==> config.mk <==
export PLATFORM = sky130hd
export DESIGN_NAME = fetch_queue
export DESIGN_NICKNAME = d
export VERILOG_FILES = /design/src/rtl/fetch_queue.sv
export SDC_FILE = /design/constraint.sdc
export NUM_CORES = 1
export LEC_CHECK = 0
export CAP_MARGIN = 10
export CORE_ASPECT_RATIO = 0.5
export CORE_MARGIN = 2
export CORE_UTILIZATION = 49
export DETAILED_ROUTE_END_ITERATION = 6
export PLACE_DENSITY = 0.77
export SLEW_MARGIN = 25
export SYNTH_ARGS = -nofsm -noshare
export SYNTH_HDL_FRONTEND = slang
export SYNTH_SLANG_ARGS = --single-unit
export TNS_END_PERCENT = 50
==> constraint.sdc <==
create_clock -name CLK -period 2.6 [get_ports CLK]
set_input_delay 0.39 -clock CLK [delete_from_list [all_inputs] [get_ports CLK]]
set_output_delay 0.39 -clock CLK [all_outputs]
set_load 0.05 [all_outputs]
==> src/rtl/fetch_queue.sv <==
// -----------------------------------------------------------------------------
// fetch_queue
//   Instruction-fetch front end. It owns the fetch PC and issues in-order
//   requests to instruction memory. Returned words are buffered, each with its
//   PC, in a DEPTH-entry queue that decode drains over a valid/ready handshake.
//   A redirect flushes the queue and restarts fetch at RedirectPC. Responses
//   to requests that were in flight at the redirect are counted and discarded
//   as they arrive.
//
// Ports
//   CLK           in   1            clock, all state updates on posedge
//   Reset         in   1            synchronous reset, active low
//   Redirect      in   1            flush queue, restart fetch at RedirectPC
//   RedirectPC    in   XLEN         new fetch PC
//   ImemReqValid  out  1            fetch request valid
//   ImemReqReady  in   1            memory accepts the request
//   ImemReqAddr   out  XLEN         request address (the fetch PC register)
//   ImemRspValid  in   1            response word valid, returned in request order
//   ImemRspData   in   32           instruction word
//   DecValid      out  1            head entry holds an instruction
//   DecReady      in   1            decode accepts the head entry
//   DecInstr      out  32           head instruction
//   DecPC         out  XLEN         head PC
//   Count         out  clog2(D)+1   allocated entries (filled + awaiting response)
//
// Build option
//   FETCH_QUEUE_BYPASS_EN  when defined, a response destined for the head slot
//                          is presented to decode in the same cycle. Without it
//                          there is no combinational path from ImemRsp* to Dec*.
// -----------------------------------------------------------------------------
module fetch_queue #(
  parameter int              XLEN     = 32,
  parameter int              DEPTH    = 4,
  parameter logic [XLEN-1:0] RESET_PC = '0,
  parameter int              PC_STEP  = 4
) (
  input  logic                     CLK,
  input  logic                     Reset,
  input  logic                     Redirect,
  input  logic [XLEN-1:0]          RedirectPC,
  output logic                     ImemReqValid,
  input  logic                     ImemReqReady,
  output logic [XLEN-1:0]          ImemReqAddr,
  input  logic                     ImemRspValid,
  input  logic [31:0]              ImemRspData,
  output logic                     DecValid,
  input  logic                     DecReady,
  output logic [31:0]              DecInstr,
  output logic [XLEN-1:0]          DecPC,
  output logic [$clog2(DEPTH):0]   Count
);

  localparam int PW = $clog2(DEPTH);
  localparam int CW = PW + 1;
  localparam int DW = $clog2(2 * DEPTH) + 1;

  logic [XLEN-1:0]  pc;
  logic [PW-1:0]    head;
  logic [PW-1:0]    alloc;
  logic [PW-1:0]    fill;
  logic [CW-1:0]    count;
  // pend: requests of the current fetch stream still awaiting their word
  logic [CW-1:0]    pend;
  logic [DW-1:0]    drop_cnt;

  logic [XLEN-1:0]  slot_pc    [DEPTH];
  logic [31:0]      slot_instr [DEPTH];
  logic [DEPTH-1:0] slot_filled;

  logic issue;
  logic pop;
  logic rsp_fill;
  logic head_filled;
  logic bypass_pop;

  assign ImemReqValid = Reset & ~Redirect & (count < CW'(DEPTH));
  assign ImemReqAddr  = pc;
  assign issue        = ImemReqValid & ImemReqReady;

  // A response either retires a dropped request or fills the oldest unfilled slot.
  assign rsp_fill     = ImemRspValid & (drop_cnt == '0) & (pend != '0);
  assign head_filled  = slot_filled[head] & (count != '0);
  assign DecPC        = slot_pc[head];
  assign Count        = count;

`ifdef FETCH_QUEUE_BYPASS_EN
  logic bypass;

  // Head slot allocated but unfilled means it is the next one the response fills.
  assign bypass     = rsp_fill & (count != '0) & ~slot_filled[head] & (fill == head);
  assign DecValid   = Reset & (head_filled | bypass);
  assign DecInstr   = bypass ? ImemRspData : slot_instr[head];
  assign bypass_pop = bypass & DecReady;
`else
  assign DecValid   = Reset & head_filled;
  assign DecInstr   = slot_instr[head];
  assign bypass_pop = 1'b0;
`endif

  assign pop = DecValid & DecReady;

  always_ff @(posedge CLK) begin
    if (!Reset) begin
      pc          <= RESET_PC;
      head        <= '0;
      alloc       <= '0;
      fill        <= '0;
      count       <= '0;
      pend        <= '0;
      drop_cnt    <= '0;
      slot_filled <= '0;
    end else if (Redirect) begin
      pc          <= RedirectPC;
      head        <= '0;
      alloc       <= '0;
      fill        <= '0;
      count       <= '0;
      pend        <= '0;
      slot_filled <= '0;
      // Everything still in flight becomes garbage; a response arriving this
      // cycle already answers one of them.
      drop_cnt    <= drop_cnt + DW'(pend) - DW'(ImemRspValid);
    end else begin
      if (issue) begin
        pc                 <= pc + XLEN'(PC_STEP);
        alloc              <= alloc + PW'(1);
        slot_filled[alloc] <= 1'b0;
      end

      if (ImemRspValid && (drop_cnt != '0)) begin
        drop_cnt <= drop_cnt - DW'(1);
      end else if (rsp_fill) begin
        fill <= fill + PW'(1);
        // A bypassed word goes straight to decode and never occupies the slot.
        if (!bypass_pop) begin
          slot_filled[fill] <= 1'b1;
        end
      end

      if (pop) begin
        head <= head + PW'(1);
      end

      count <= count + CW'(issue) - CW'(pop);
      pend  <= pend + CW'(issue) - CW'(rsp_fill);
    end
  end

  // Slot payloads need no reset; validity lives in slot_filled and count.
  always_ff @(posedge CLK) begin
    if (Reset && !Redirect) begin
      if (issue) begin
        slot_pc[alloc] <= pc;
      end
      if (rsp_fill) begin
        slot_instr[fill] <= ImemRspData;
      end
    end
  end

  a_rsp_protocol: assert property (@(posedge CLK) disable iff (!Reset)
    !(ImemRspValid && (drop_cnt == '0) && (pend == '0)))
    else $error("fetch_queue: response with no outstanding request");

endmodule

## Word-level counts from Yosys, hierarchy flattened

Memory sizes are Yosys's and may differ from the RTL's. A register that Yosys moved wholly into a read port is not among the register bits.
Index checks and enable logic that the tools add are counted.

| storage, ports and cells | value |
|---|---|
| output and inout bits | 101 |
| input port bits | 70 |
| flip-flop bits (word level) | 52 |
| logic and storage cells | 79 |
| bits in writable memories | 256 |
| memories kept | 2 |

| operators by class | value |
|---|---|
| bitwise operators | 14 |
| $add $sub $neg | 11 |
| order comparisons | 6 |
| mux-type cells | 25 |
| reductions and logical operators | 13 |

Memories:

| name | depth | width | rd ports | clocked after memory_dff | wr ports | RTL line | text |
|---|---|---|---|---|---|---|---|
| slot_instr | 4 | 32 | 1 | 1 | 1 | 67 | `logic [31:0] slot_instr [DEPTH];` |
| slot_pc | 4 | 32 | 1 | 1 | 1 | 66 | `logic [XLEN-1:0] slot_pc [DEPTH];` |

Operator list:

| operator | count |
|---|---|
| two-way mux 32 bit | 2 |
| adder 32 x 3 -> 32 bit, second input constant | 1 |
| two-way mux 4 bit | 7 |
| less-than comparator 2 x 3 -> 1 bit, second input constant | 3 |
| two-way mux 1 bit | 9 |
| AND 1 bit | 8 |
| two-way mux 2 bit | 4 |
| adder 2 x 1 -> 2 bit, second input constant | 3 |
| adder 3 x 1 -> 3 bit | 2 |
| nonzero test 3 bit | 2 |
| subtractor 3 x 1 -> 3 bit | 2 |
| adder 4 x 3 -> 4 bit | 1 |
| AND 4 bit | 1 |
| demux 1 bit (select 2 bit) | 2 |
| greater-or-equal comparator 2 x 1 -> 1 bit, second input constant | 2 |
| logical AND 1 bit | 4 |
| zero test 4 bit | 1 |
| NOT 4 bit | 1 |
| bitwise OR 4 bit | 1 |
| nonzero test 2 bit | 2 |
| nonzero test 4 bit | 1 |
| subtractor 4 x 1 -> 4 bit | 1 |
| subtractor 4 x 1 -> 4 bit, second input constant | 1 |
| less-than comparator 3 bit, second input constant | 1 |
| other kinds (5) | 7 |

## Longest topological paths before layout

| logic depth | value |
|---|---|
| depth after elaboration | 12 |
| depth in mapped cells | 12 |
| mapped depth without buffers | 10 |

## Worst setup path after synthesis

OpenSTA, ideal clock, no wires.

| timing path | value |
|---|---|
| path type | register to register |
| start point | register drop_cnt[0] |
| end point | memory slot_instr[1][0] (enable) |
| arrival | 2.393 ns |
| slack | -0.185 ns |
| period minus slack after synthesis | 2.785 ns |
| data required time | 2.208 ns |
| cell stages (with the launch flop) | 8 |
| setup time | 0.392 ns |
| cells stage by stage | dfxtp_1 > inv_1 > ha_1 > or3b_2 > buf_2 > nor3b_2 > buf_4 > and3_1 |

| on the way | value |
|---|---|
| longest elaborated chain between the ends | 6 |

RTL lines:

| what | RTL line | text |
|---|---|---|
| from (decl) | 64 | `logic [DW-1:0] drop_cnt;` |
| from (signal assigned) | 122 | `drop_cnt <= drop_cnt + DW'(pend) - DW'(ImemRspValid);` |
| from (signal assigned) | 131 | `drop_cnt <= drop_cnt - DW'(1);` |
| zero test 4 bit | 81 | `assign rsp_fill = ImemRspValid & (drop_cnt == '0) & (pend != '0);` |
| AND 1 bit (2 in series) | 81 |  |
| two-way mux 1 bit | 155 | `if (rsp_fill) begin` |
| two-way mux 1 bit | 151 | `if (Reset && !Redirect) begin` |
| two-way mux 1 bit (implied by the code) | 156 | `slot_instr[fill] <= ImemRspData;` |
| to (decl) | 67 |  |

No other way between the ends.

## Worst setup path after layout

| timing path | value |
|---|---|
| start point | register head[0] |
| end point | register count[2], in the netlist Count[2] |

| on the way | value |
|---|---|
| longest elaborated chain between the ends | 6 |

RTL lines:

| what | RTL line | text |
|---|---|---|
| from (decl) | 58 | `logic [PW-1:0] head;` |
| from (signal assigned) | 141 | `head <= head + PW'(1);` |
| binary-select mux 1 bit (select 2 bit) | 82 | `assign head_filled = slot_filled[head] & (count != '0);` |
| two-way mux 1 bit (implied by the code) | 82 |  |
| AND 1 bit | 82 |  |
| AND 1 bit | 95 | `assign DecValid = Reset & head_filled;` |
| AND 1 bit | 100 | `assign pop = DecValid & DecReady;` |
| subtractor 3 x 1 -> 3 bit | 144 | `count <= count + CW'(issue) - CW'(pop);` |
| to (signal assigned) | 144 |  |
| to (decl) | 61 | `logic [CW-1:0] count;` |

No other way between the ends. The select of a mux whose other input is x is not followed.
A chain may end at the register's enable or synchronous reset.

==> impl_metrics.toml <==
[logic_synthesis]
synth.cell_area_mm2 = 0.0125
synth-main-ff-cell = "sky130_fd_sc_hd__edfxtp_1"
synth_edf_count = 256
synth.yosys.seq_area_share_pct = 70.1
yosys.cell_types.count = 58
synth_top_cells_by_area = "sky130_fd_sc_hd__edfxtp_1, sky130_fd_sc_hd__mux4_2, sky130_fd_sc_hd__dfxtp_1"
yosys_warnings = 0
asyncSetResetFlopFracSynth_pct = 0
syn-instance-count = 734
yosysTopAreaCell = "sky130_fd_sc_hd__edfxtp_1"
syn_nets = 827
syn-mean-instance-area_um2 = 17.0
synth.ff_latch_count = 310
synth_top_cell_area_share_pct = 61.4

[placed_design]
numPlacedInstances = 1255
io_buffer_count = 170
gp_congestion = 0.838
place_hpwl_um = 18600

[run_status]
status = "completed"

[die]
io-pin-count = 171
placementRows = 41
chipWidth_um = 230
floorplan.die.height_um = 117
start_util_pct = 49.8
fp.coreArea_mm2 = 0.0251
design.die.area_mm2 = 0.0269

[route]
routed_wire_length_per_instance_um = 21.3
total_wirelength_um = 27800
route.detailed.vias_per_inst = 5.61
first_pass_iters = 5
remaining_drc_errors = 0
remaining_antenna_violation_count_after_routing = 0
dr_total_vias = 7345
dr.first_iter.drc_count = 712

[timing]
setup_viol = 0
final-hold-violation-count = 0
skew_ns = 0.0113
max_transition_margin_pct = 56.1
final_min_period_over_clock_period_pct = 94.6
clock.fmax_mhz = 406
hold_slack_ns = 0.442
slew_viol_final = 0
worstMarginPinSlew_ns = 0.653
rsz0062_at_grt = "false"
period_needed_ns = 2.46

[global_route]
global_route_wire_length_before_repair_um = 42100
grt_pass1_vias = 7413
overflow = 0
grt_use_total_pct = 20.8
antenna_found_initial = 0
maximum_number_of_pins_on_one_net_before_global_route_repair = 34

[cts]
htreeDepth = 1
clk_path_buf_depth = 3
hold_buffers_post_cts = 0
tritoncts = "built"
clock_latency_ns = 0.56
cts_buffers = 28
tritoncts_num_sinks = 310
clk_transition_reported_paths_ns = 0.07
clk_root_buffer_cell = "sky130_fd_sc_hd__clkbuf_16"

[layout]
n_antenna_cell = 0
layout.nets = 1036
final_layout_size_suffix_gt1_share_pct = 24.8
fin_util_pct = 63.5
stdcell_count = 1309
syn_to_final_growth_pct = 27.5

[critical_path]
critical_path.endpoint_type = "flop"
reg2reg_depth = 10
timing.critical_path.required_ns = 3.04
worstReg2RegStart = "head[0]"
regToRegEndpoint = "Count[2]"
timing.critical_path.from_type = "flop"
cp_data_arrival_time_ns = 2.91
crit_start = "head[0]"
timing.reg2reg.setup_slack_ns = 0.14
kind_of_critical_path = "flop to flop"
crit_path_max_fanout = 4
critical_path_capture_point = "Count[2]"

[power]
vdd_ir_drop_max_uv = 469
totalPowerFinal_w = 0.0106
leakagePower_nw = 5.39
power_per_cell_area_mw_per_mm2 = 666

[min_path]
timing.hold.worst.start = "RedirectPC[6]"
min-delay-path-class = "input port to flop"

[run]
max-cap-violations = 0
-- synth_stat cells, drive strengths merged, types with 5 or more instances --
library cell  instances
edfxtp              256
mux4                 65
dfxtp                54
nor2                 43
nand2                33
clkbuf               24
inv                  24
and3                 23
o21ai                21
ha                   20
nand4                20
a21oi                19
xnor2                16
buf                  12
nand3                11
a31oi                 8
and4                  6
mux2i                 6
o221ai                6
a211oi                5
-- metrics by stage --
stage / cell area, µm² / TNS (ns) / setup WS, ns
after floorplan: 12500 / -11.83 / -0.185
after global placement: 15000 / -0.0469 / -0.0469
after detailed placement: 15000 / -0.169 / -0.0989
after CTS: 15900 / 0 / 0.0211
after global routing: 16000 / 0 / 0.00828
final: 16000 / 0 / 0.139
-- metal layers --
| layer | global-route usage [%] | wire length [µm] |
|---|---|---|
| met5 | 0 | 0 |
| met4 | 7.57 | 890 |
| met3 | 4.46 | 1590 |
| met2 | 35.1 | 13500 |
| met1 | 27.1 | 11900 |
-- power by group --
part	leakage [nW]	switching, W	total [W]	internal (W)
combinational	2.20	0.000468	0.000830	0.000363
sequential	2.75	0.000106	0.00556	0.00545
clock	0.449	0.00181	0.00423	0.00242
-- cell families after synthesis --
group | count (synthesis) | share of synthesized area (%)
fa+ha+maj | 23 | 2.48
simple gates | 169 | 7.38
flops | 310 | 70.1
buf+inv | 61 | 2.34
compound gates | 78 | 3.97
mux | 73 | 12.4
xor+xnor | 20 | 1.40
-- cell usage in the layout, fill, tap and decap left out, types with 5 or more instances in the layout --
cell | netlist | layout
sky130_fd_sc_hd__and4_1 | 6 | 6
sky130_fd_sc_hd__edfxtp_1 | 256 | 256
sky130_fd_sc_hd__mux4_2 | 65 | 65
sky130_fd_sc_hd__nand2_1 | 32 | 32
sky130_fd_sc_hd__nand3_1 | 11 | 11
sky130_fd_sc_hd__a31oi_1 | 8 | 8
sky130_fd_sc_hd__clkbuf_1 | 20 | 7
sky130_fd_sc_hd__and3_1 | 20 | 16
sky130_fd_sc_hd__inv_1 | 24 | 23
sky130_fd_sc_hd__o21ai_0 | 21 | 21
sky130_fd_sc_hd__clkdlybuf4s50_1 | 0 | 104
sky130_fd_sc_hd__clkbuf_16 | 0 | 28
sky130_fd_sc_hd__nand4_1 | 19 | 19
sky130_fd_sc_hd__clkinv_1 | 1 | 6
sky130_fd_sc_hd__buf_4 | 1 | 81
sky130_fd_sc_hd__mux2i_1 | 6 | 6
sky130_fd_sc_hd__o221ai_1 | 6 | 6
sky130_fd_sc_hd__ha_1 | 20 | 20
sky130_fd_sc_hd__and3_2 | 3 | 7
sky130_fd_sc_hd__a211oi_1 | 5 | 5
sky130_fd_sc_hd__dfxtp_1 | 54 | 51
sky130_fd_sc_hd__buf_12 | 0 | 30
sky130_fd_sc_hd__nor2_1 | 43 | 43
sky130_fd_sc_hd__xnor2_1 | 16 | 16
sky130_fd_sc_hd__a21oi_1 | 19 | 19
-- sequential cells by signal, indices dropped and copies added, names as in the netlist, named ones only --
name and cells:
Count 3, slot_instr 128, alloc 2, slot_pc 128
fill 2, head 2, drop_cnt 4, slot_filled 4
ImemReqAddr 32, pend 3
-- worst min path at each step --
stage	to	depth (start not counted)	slack, ns
3_3_place_gp	alloc[0]	2	0.48
5_1_grt	ImemReqAddr[3]	3	0.42
3_5_place_dp	slot_filled[1]	2	0.49
4_1_cts	ImemReqAddr[3]	3	0.41
2_1_floorplan	slot_filled[2]	2	0.46
6_report	ImemReqAddr[6]	3	0.44
-- critical path, stage by stage (launching register included) --
cell and delay, ns:
sky130_fd_sc_hd__dfxtp_2 0.37, sky130_fd_sc_hd__mux4_2 0.51, sky130_fd_sc_hd__and3_1 0.20, sky130_fd_sc_hd__ha_1 0.29, sky130_fd_sc_hd__inv_1 0.05, sky130_fd_sc_hd__ha_1 0.13, sky130_fd_sc_hd__inv_1 0.05, sky130_fd_sc_hd__fa_1 0.37
sky130_fd_sc_hd__xor2_1 0.17, sky130_fd_sc_hd__xnor2_1 0.13, sky130_fd_sc_hd__nor2_1 0.06
-- what timing repair did --
item                                    in CTS  in global routing
gates resized for setup                      0                  4
setup buffers                                2                  0
endpoints found under the setup margin      50                  2
-- final cells by class --
type / instances / area (µm²)
fill: 1763 / 9180
inverter: 25 / 93.8
clock inverter: 16 / 198
clock buffer: 36 / 741
timing repair buffer: 215 / 2250
tap: 344 / 430
sequential: 310 / 8780
multi-input combinational: 363 / 3470
No activity file was read; power rests on OpenSTA's default activity.
